===== src/rtl/bus_pkg.sv =====
// Shared types and constants for the 8-slave bus master.
// Slave count, index width, FSM state encoding and a one-hot helper.
package bus_pkg;

    localparam int SLAVE_NUM   = 8;
    localparam int SLAVE_IDX_W = 3;

    typedef enum logic [1:0] {
        IDLE   = 2'd0,
        ACCESS = 2'd1,
        RESP   = 2'd2
    } bus_mst_state_t;

    // Binary slave index to one-hot chip-select vector.
    function automatic logic [SLAVE_NUM-1:0] idx_to_onehot(
        input logic [SLAVE_IDX_W-1:0] idx
    );
        logic [SLAVE_NUM-1:0] oh;
        oh      = '0;
        oh[idx] = 1'b1;
        return oh;
    endfunction

endpackage


===== src/rtl/bus_addr_decoder.sv =====
// Slave index field -> one-hot chip select plus mapped flag.
// Unmapped slaves (SLAVE_EN bit clear) get no chip select.
module bus_addr_decoder
    import bus_pkg::*;
#(
    parameter logic [SLAVE_NUM-1:0] SLAVE_EN = 8'hFF
) (
    input  logic [SLAVE_IDX_W-1:0] idx_i,
    output logic [SLAVE_NUM-1:0]   cs_o,
    output logic                   mapped_o
);

    // Mapped check and one-hot expansion of the slave index.
    always_comb begin
        mapped_o = SLAVE_EN[idx_i];
        cs_o     = mapped_o ? idx_to_onehot(idx_i) : '0;
    end

endmodule


===== src/rtl/bus_master_ctrl.sv =====
// Master-side request sequencer for the shared 8-slave bus.
// One outstanding access: IDLE -> ACCESS -> RESP, with ready timeout.
module bus_master_ctrl
    import bus_pkg::*;
#(
    parameter int                   ADDR_WIDTH     = 32,
    parameter int                   DATA_BUS_WIDTH = 32,
    parameter int                   TIMEOUT        = 16,
    parameter logic [SLAVE_NUM-1:0] SLAVE_EN       = 8'hFF
) (
    input  logic                      clk_i,
    input  logic                      rst_i,
    input  logic                      m_req_i,
    input  logic                      m_wr_i,
    input  logic [ADDR_WIDTH-1:0]     m_addr_i,
    input  logic [DATA_BUS_WIDTH-1:0] m_wr_data_i,
    output logic                      m_busy_o,
    output logic                      m_ack_o,
    output logic                      m_err_o,
    output logic [DATA_BUS_WIDTH-1:0] m_rd_data_o,
    output logic                      s0_cs_o,
    output logic                      s1_cs_o,
    output logic                      s2_cs_o,
    output logic                      s3_cs_o,
    output logic                      s4_cs_o,
    output logic                      s5_cs_o,
    output logic                      s6_cs_o,
    output logic                      s7_cs_o,
    output logic                      s_as_o,
    output logic                      s_wr_o,
    output logic [ADDR_WIDTH-1:0]     s_addr_o,
    output logic [DATA_BUS_WIDTH-1:0] s_wr_data_o,
    input  logic [DATA_BUS_WIDTH-1:0] s_rd_data_i,
    input  logic                      s_rdy_i
);

    localparam int               CNT_W   = $clog2(TIMEOUT);
    localparam logic [CNT_W-1:0] CNT_MAX = CNT_W'(TIMEOUT - 1);

    bus_mst_state_t            state_q;
    logic [CNT_W-1:0]          cnt_q;
    logic [SLAVE_NUM-1:0]      cs_q;
    logic                      as_q;
    logic                      wr_q;
    logic [ADDR_WIDTH-1:0]     addr_q;
    logic [DATA_BUS_WIDTH-1:0] wdata_q;
    logic                      busy_q;
    logic                      ack_q;
    logic                      err_q;
    logic [DATA_BUS_WIDTH-1:0] rdata_q;

    logic [SLAVE_NUM-1:0]      dec_cs;
    logic                      dec_mapped;

    bus_addr_decoder #(
        .SLAVE_EN (SLAVE_EN)
    ) u_dec (
        .idx_i    (m_addr_i[ADDR_WIDTH-1 -: SLAVE_IDX_W]),
        .cs_o     (dec_cs),
        .mapped_o (dec_mapped)
    );

    // Request sequencer: all bus and master outputs come from registers.
    always_ff @(posedge clk_i) begin
        if (rst_i) begin
            state_q <= IDLE;
            cnt_q   <= '0;
            cs_q    <= '0;
            as_q    <= 1'b0;
            wr_q    <= 1'b0;
            addr_q  <= '0;
            wdata_q <= '0;
            busy_q  <= 1'b0;
            ack_q   <= 1'b0;
            err_q   <= 1'b0;
            rdata_q <= '0;
        end else begin
            unique case (state_q)
                IDLE: begin
                    if (m_req_i) begin
                        wr_q    <= m_wr_i;
                        addr_q  <= m_addr_i;
                        wdata_q <= m_wr_data_i;
                        busy_q  <= 1'b1;
                        cnt_q   <= '0;
                        if (dec_mapped) begin
                            state_q <= ACCESS;
                            cs_q    <= dec_cs;
                            as_q    <= 1'b1;
                        end else begin
                            state_q <= RESP;
                            err_q   <= 1'b1;
                            rdata_q <= '0;
                        end
                    end
                end
                ACCESS: begin
                    if (s_rdy_i) begin
                        state_q <= RESP;
                        cs_q    <= '0;
                        as_q    <= 1'b0;
                        ack_q   <= 1'b1;
                        rdata_q <= wr_q ? '0 : s_rd_data_i;
                    end else if (cnt_q == CNT_MAX) begin
                        state_q <= RESP;
                        cs_q    <= '0;
                        as_q    <= 1'b0;
                        err_q   <= 1'b1;
                        rdata_q <= '0;
                    end else begin
                        cnt_q <= cnt_q + 1'b1;
                    end
                end
                RESP: begin
                    state_q <= IDLE;
                    busy_q  <= 1'b0;
                    ack_q   <= 1'b0;
                    err_q   <= 1'b0;
                    cnt_q   <= '0;
                end
                default: begin
                    state_q <= IDLE;
                    cs_q    <= '0;
                    as_q    <= 1'b0;
                    busy_q  <= 1'b0;
                    ack_q   <= 1'b0;
                    err_q   <= 1'b0;
                end
            endcase
        end
    end

    assign m_busy_o    = busy_q;
    assign m_ack_o     = ack_q;
    assign m_err_o     = err_q;
    assign m_rd_data_o = rdata_q;
    assign s_as_o      = as_q;
    assign s_wr_o      = wr_q;
    assign s_addr_o    = addr_q;
    assign s_wr_data_o = wdata_q;
    assign s0_cs_o     = cs_q[0];
    assign s1_cs_o     = cs_q[1];
    assign s2_cs_o     = cs_q[2];
    assign s3_cs_o     = cs_q[3];
    assign s4_cs_o     = cs_q[4];
    assign s5_cs_o     = cs_q[5];
    assign s6_cs_o     = cs_q[6];
    assign s7_cs_o     = cs_q[7];

endmodule


===== config.mk =====
export PLATFORM = sky130hd
export DESIGN_NAME = bus_master_ctrl
export DESIGN_NICKNAME = d
export VERILOG_FILES = /design/src/rtl/bus_pkg.sv /design/src/rtl/bus_addr_decoder.sv /design/src/rtl/bus_master_ctrl.sv
export SDC_FILE = /design/constraint.sdc
export NUM_CORES = 1
export LEC_CHECK = 0
export ABC_AREA = 1
export CORE_ASPECT_RATIO = 0.75
export CORE_MARGIN = 4
export CORE_UTILIZATION = 40
export DETAILED_ROUTE_END_ITERATION = 6
export MAX_ROUTING_LAYER = met4
export PLACE_DENSITY = 0.84
export SYNTH_ARGS = -nofsm -noshare
export SYNTH_HDL_FRONTEND = slang
export SYNTH_SLANG_ARGS = --single-unit

===== constraint.sdc =====
create_clock -name clk_i -period 3.6 [get_ports clk_i]
set_input_delay 0.36 -clock clk_i [delete_from_list [all_inputs] [get_ports clk_i]]
set_output_delay 0.36 -clock clk_i [all_outputs]
set_load 0.02 [all_outputs]

Yosys cells after proc, flatten, opt, wreduce, memory -nomap -nowiden. Memories as Yosys holds them, arrays and structs flattened. Cells that the tools add are included.

Mux-type cells: 37. Divide/modulo/power cells: 0. Bitwise operators: 3. Equal/unequal tests: 11. Order comparisons: 2. Shifts and indexed selects: 0. Multipliers: 0. Reduce and logical (&&, ||, !) cells: 12. Add/subtract/negate cells: 1.

Operators by type and width (number): $mux W32 (5); $pmux W32 S2 (1); $mux W8 (4); $pmux W8 S3 (1); $reduce_and A4 Y1 (4); $ne A2 B2 Y1 const B (7); $mux W1 (12); $mux W4 (3); $pmux W4 S3 (1); $mux W2 (4); $reduce_and A2 Y1 (4); $pmux W1 S2 (3); $add A4 B1 Y4 const B (1); $eq A4 B4 Y1 const B (1); $lt A3 B4 Y1 const B (1); $pmux W2 S2 (1); $demux W1 S3 (1); $ge A3 B1 Y1 const B (1); $ne A3 B3 Y1 const B (1); $not A1 Y1 (3); $pmux W1 S3 (1); $reduce_bool A3 Y1 (1); $eq A2 B1 Y1 const B (1); $eq A2 B2 Y1 const B (1); other kinds (3) (3).

RAM bits: 0. Bits in latches: 0. Memories kept: 1. Logic and storage cells: 78. Bits in registers: 115. Bits in read-only memories: 8.

Memories: (name not given) (depth 8, width 1, rd ports 1, clocked after memory_dff 0, wr ports 0, line bus_addr_decoder.sv:15) `mapped_o = SLAVE_EN[idx_i];`.

Depth between registers and ports, before layout.
Depth in word-level cells: 7. Depth in mapped cells: 8. Gate-level depth less buffers: 8.

By module. Synthesis repeated with hierarchy kept, for this count alone.

Cells, all modules: 548. Area, all modules: 4280.4 µm².

By module, submodules not included: bus_master_ctrl (area each 4212.8 µm², instances 1, cells an instance 531, seq. area each 2302.2 µm²); bus_addr_decoder (area each 67.6 µm², instances 1, cells an instance 17, seq. area each 0.0 µm²).

Least setup slack after synthesis. No wires, ideal clock.

Kind: register to register. Start: register cnt_q[0]. End: register cnt_q[0]. Library setup time: 111 ps. Cell stages (with the launch flop): 9. Arrival: 1103 ps. Slack: 2386 ps. Period minus slack after synthesis: 1214 ps. Required time: 3489 ps. Cells stage by stage: dfxtp_1 -> ha_1 -> nand3_1 -> nand2_1 -> nand2_1 -> nand2_1 -> inv_1 -> nor2_1 -> nor2_1.

Cells in the longest elaborated chain, start to end: 4. Elaborated cells on any way between the ends: 7.

RTL lines: from (decl) (line bus_master_ctrl.sv:41) `logic [CNT_W-1:0] cnt_q;`; from (signal assigned) (line bus_master_ctrl.sv:111) `cnt_q <= cnt_q + 1'b1;`; $add A4 B1 Y4 (line bus_master_ctrl.sv:111); $mux W4 (line bus_master_ctrl.sv:104) `end else if (cnt_q == CNT_MAX) begin`; $mux W4 (line bus_master_ctrl.sv:98) `if (s_rdy_i) begin`; $pmux W4 S3 (line bus_master_ctrl.sv:78) `unique case (state_q)`.

Several ways; a longest one is shown, not always the timed one. The select of a mux whose other input is x is not followed. A chain may end at the register's enable or synchronous reset.

Worst setup path in the final report.
Start: register state_q[0]. End: register addr_q[31] (netlist: s_addr_o[31]).

Cells in the longest elaborated chain, start to end: 2.

RTL lines: from (decl) (line bus_master_ctrl.sv:40) `bus_mst_state_t state_q;`; from (signal assigned) (line bus_master_ctrl.sv:66) `state_q <= IDLE;`; from (signal assigned) (line bus_master_ctrl.sv:87) `state_q <= ACCESS;`; from (signal assigned) (line bus_master_ctrl.sv:91) `state_q <= RESP;`; $logic_not A2 Y1 (line bus_master_ctrl.sv:78); $reduce_and A2 Y1 (no line); to (signal assigned) (line bus_master_ctrl.sv:82) `addr_q <= m_addr_i;`; to (decl) (line bus_master_ctrl.sv:45) `logic [ADDR_WIDTH-1:0] addr_q;`.

Every way passes these cells.

==> results.py <==
metrics = {
    "detailed_routing": {
        "via_count": 4195,
        "routedWlPerCell_um": 14.6,
        "ant_nets": 0,
        "drt-pass1-iter-count": 4,
        "drt_iter0_markers": 264,
        "vias_per_cell": 4.78,
        "wirelength_mm": 12.8,
        "route.detailed.drc": 0,
    },
    "place": {
        "post-place-ws_ps": 1410,
        "io_buffers": 209,
        "hpwl_mm": 9.19,
        "placed_area_um2": 6240,
        "gp_congestion": 0.802,
    },
    "clock_tree": {
        "cts_root_buf": "clkbuf_16",
        "post_cts_buffers": 0,
        "tritoncts": "yes",
        "cts_buffer_depth": 2,
        "cts_htree_levels": 4,
        "clkLatencyLatePin_ps": 400,
        "cts_made_buffers": 17,
        "cts.reportedPaths.clkPinSlew_ps": 50,
        "cts_resized": 0,
        "cts.sinks": 115,
        "hold_buffers": 0,
    },
    "timing": {
        "final_max_slew_viol_count": 0,
        "finalSetupViolations": 0,
        "clock_skew_ps": 8.16,
        "hold_viol": 0,
        "period_share": 0.510,
        "setup_tns_ps": 0,
        "period_needed_ps": 1840,
        "max_freq_mhz": 544,
        "worst_slew_pin_slew_ps": 1120,
        "fin_ws_ps": 1760,
        "rsz0062_at_grt": "no",
        "relSlewSlack": 0.256,
    },
    "layout": {
        "area_growth_pct": 65.2,
        "multiInputGateArea_um2": 1610,
        "nets": 834,
        "final_area_um2": 6840,
        "num_antenna_cells": 0,
        "drive_above_1_share": 0.0604,
        "regArea_um2": 2300,
        "nFillCells": 791,
    },
    "hold_path": {
        "hold_start": "m_rd_data_o[2]",
        "hold_end": "m_rd_data_o[2]",
        "hold_path_depth": 2,
        "hp-class": "flip-flop to flip-flop",
    },
    "synth": {
        "yosysSeqAreaShare": 0.556,
        "syn_nets": 635,
        "ys_ff_latch": 115,
        "yosysUniqueCellTypes": 24,
        "synthCells": 533,
        "synth_edf_count": 0,
        "synthFlopType": "dfxtp_1",
        "ys_warn_count": 0,
        "async_flop_share": 0,
        "avgSynthCellArea_um2": 7.77,
        "syn_area_um2": 4140,
    },
    "critical_path": {
        "worstReg2RegEnd": "s_addr_o[31]",
        "critical_path_required_ps": 3920,
        "start_kind": "flip-flop",
        "reg2reg_depth": 5,
        "worstSetupEndpointType": "flip-flop",
        "cp_max_fo": 67,
        "worstPathArrival_ps": 2160,
        "worstSetupPathType": "flip-flop to flip-flop",
        "r2r_slack_ps": 1760,
        "r2r-start": "state_q[0]",
    },
    "global_routing": {
        "grt_max_degree": 69,
        "overflow": 0,
        "grt_usage": 0.209,
        "antenna_found_initial": 0,
        "grt_first_pass_wirelength_mm": 19.8,
        "grt_pass1_vias": 4083,
    },
    "run_status": {
        "status": "finished, final reports clean",
    },
    "pwr": {
        "power_leakage_nw": 2.64,
        "vdd_drop_max_uv": 329,
        "pwr_density_cell_nw_per_um2": 546,
    },
    "floorplan": {
        "die_w_um": 126,
        "initial_core_util": 0.419,
        "rows": 31,
        "io_pins": 210,
        "core_um2": 9890,
        "dieArea_um2": 12100,
        "die_h_um": 96.1,
    },
    "job": {
        "cap_violations": 0,
    },
}
-- cell type report --
| cell class | instances | area share |
|---|---|---|
| repair buffers | 212 | 0.309 |
| inverters | 14 | 0.00768 |
| flip-flops and latches | 115 | 0.336 |
| clock buffers | 20 | 0.0638 |
| multi-input cells | 372 | 0.235 |
| well taps | 132 | 0.0241 |
| clock inverters | 12 | 0.0238 |
-- synthesized netlist by cell type, types with 3 or more instances --
library cell  count  area share
a21oi_1          49       0.059
dfxtp_1         115        0.56
o21ai_1           3      0.0036
nor2_1          138        0.13
clkbuf_1         15       0.014
buf_6             4       0.011
nand2_1         100       0.091
buf_2             7      0.0085
inv_1            12       0.011
buf_4             5      0.0091
nand3_1           5      0.0060
o21ai_0          62       0.075
nand2_2           4      0.0060
-- layer usage --
layer	GRT usage	wire length [um]	vias up
met3	0.0566	785	20
met2	0.356	6460	138
li1	-	-	2096
met5	-	0	-
met1	0.237	5330	1941
met4	0.0857	262	0
-- cells in the final DEF, fill, tap and decap left out --
master	synthesis	final
nand3_1	5	5
nand3_2	1	1
buf_4	5	3
bufinv_16	0	4
inv_2	2	2
nand3b_1	1	1
o21bai_1	1	1
nand2_2	4	4
o21ai_1	3	3
clkbuf_16	0	17
clkinv_2	0	7
nand2_1	100	100
nor2_1	138	138
ha_1	1	1
nor2_2	2	2
inv_1	12	12
nand2_4	1	1
clkbuf_1	15	3
or2_2	1	1
nand4_1	1	1
o21ai_0	62	62
clkdlybuf4s50_1	0	209
a21oi_1	49	49
clkinvlp_4	0	1
nor2_4	2	2
dfxtp_1	115	115
-- where the power goes --
group / switching, W / total (W) / internal (W)
Sequential: 0.0000501 / 0.00142 / 0.00137
Combinational: 0.000321 / 0.000622 / 0.000301
Clock: 0.000550 / 0.00170 / 0.00115
-- registers in the layout (all words and copies together) (netlist names) --
| name | cells |
|---|---|
| m_rd_data_o | 32 |
| s_addr_o | 32 |
| s_wr_data_o | 32 |
| cs_q | 8 |
| cnt_q | 4 |
| state_q | 2 |
| m_ack_o | 1 |
| m_busy_o | 1 |
| m_err_o | 1 |
| s_as_o | 1 |
| s_wr_o | 1 |
-- how the worst max path moves through the flow --
stage | to | startpoint | slack (ps)
2_1_floorplan | cnt_q[0] | cnt_q[0] | 2390
3_3_place_gp | s_addr_o[30] | m_req_i | 1460
3_5_place_dp | s_addr_o[31] | m_req_i | 1410
4_1_cts | s_addr_o[31] | state_q[0] | 1740
5_1_grt | s_addr_o[31] | state_q[0] | 1550
6_report | s_addr_o[31] | state_q[0] | 1760
-- critical path, stage by stage (launching register included) --
cell	delay (ps)
dfxtp_1	370
nor2_2	160
nand2_2	80
inv_2	770
o21ai_0	170
a21oi_1	150
-- through the flow --
| step | instances | total power [W] | hold slack, ps | util |
|---|---|---|---|---|
| floorplan | 533 | 0.00174 | 464 | - |
| global placement | 845 | 0.00204 | 447 | 0.631 |
| detailed placement | 845 | 0.00207 | 451 | 0.631 |
| CTS | 877 | 0.00377 | 460 | 0.692 |
| global route | 877 | 0.00388 | 474 | 0.692 |
| finish | 877 | 0.00373 | 461 | 0.692 |
-- kinds of logic (layout without fill, tap and decap cells) --
logic type                 Yosys count  after routing  share of synthesized area
adders and majority gates            1              1                    0.00302
DFF                                115            115                      0.556
and+or+nand+nor                    256            256                      0.246
buffers and inverters               46            258                     0.0559
AOI/OAI and AO/OA                  115            115                      0.139
(Power assumes the default switching activity.)
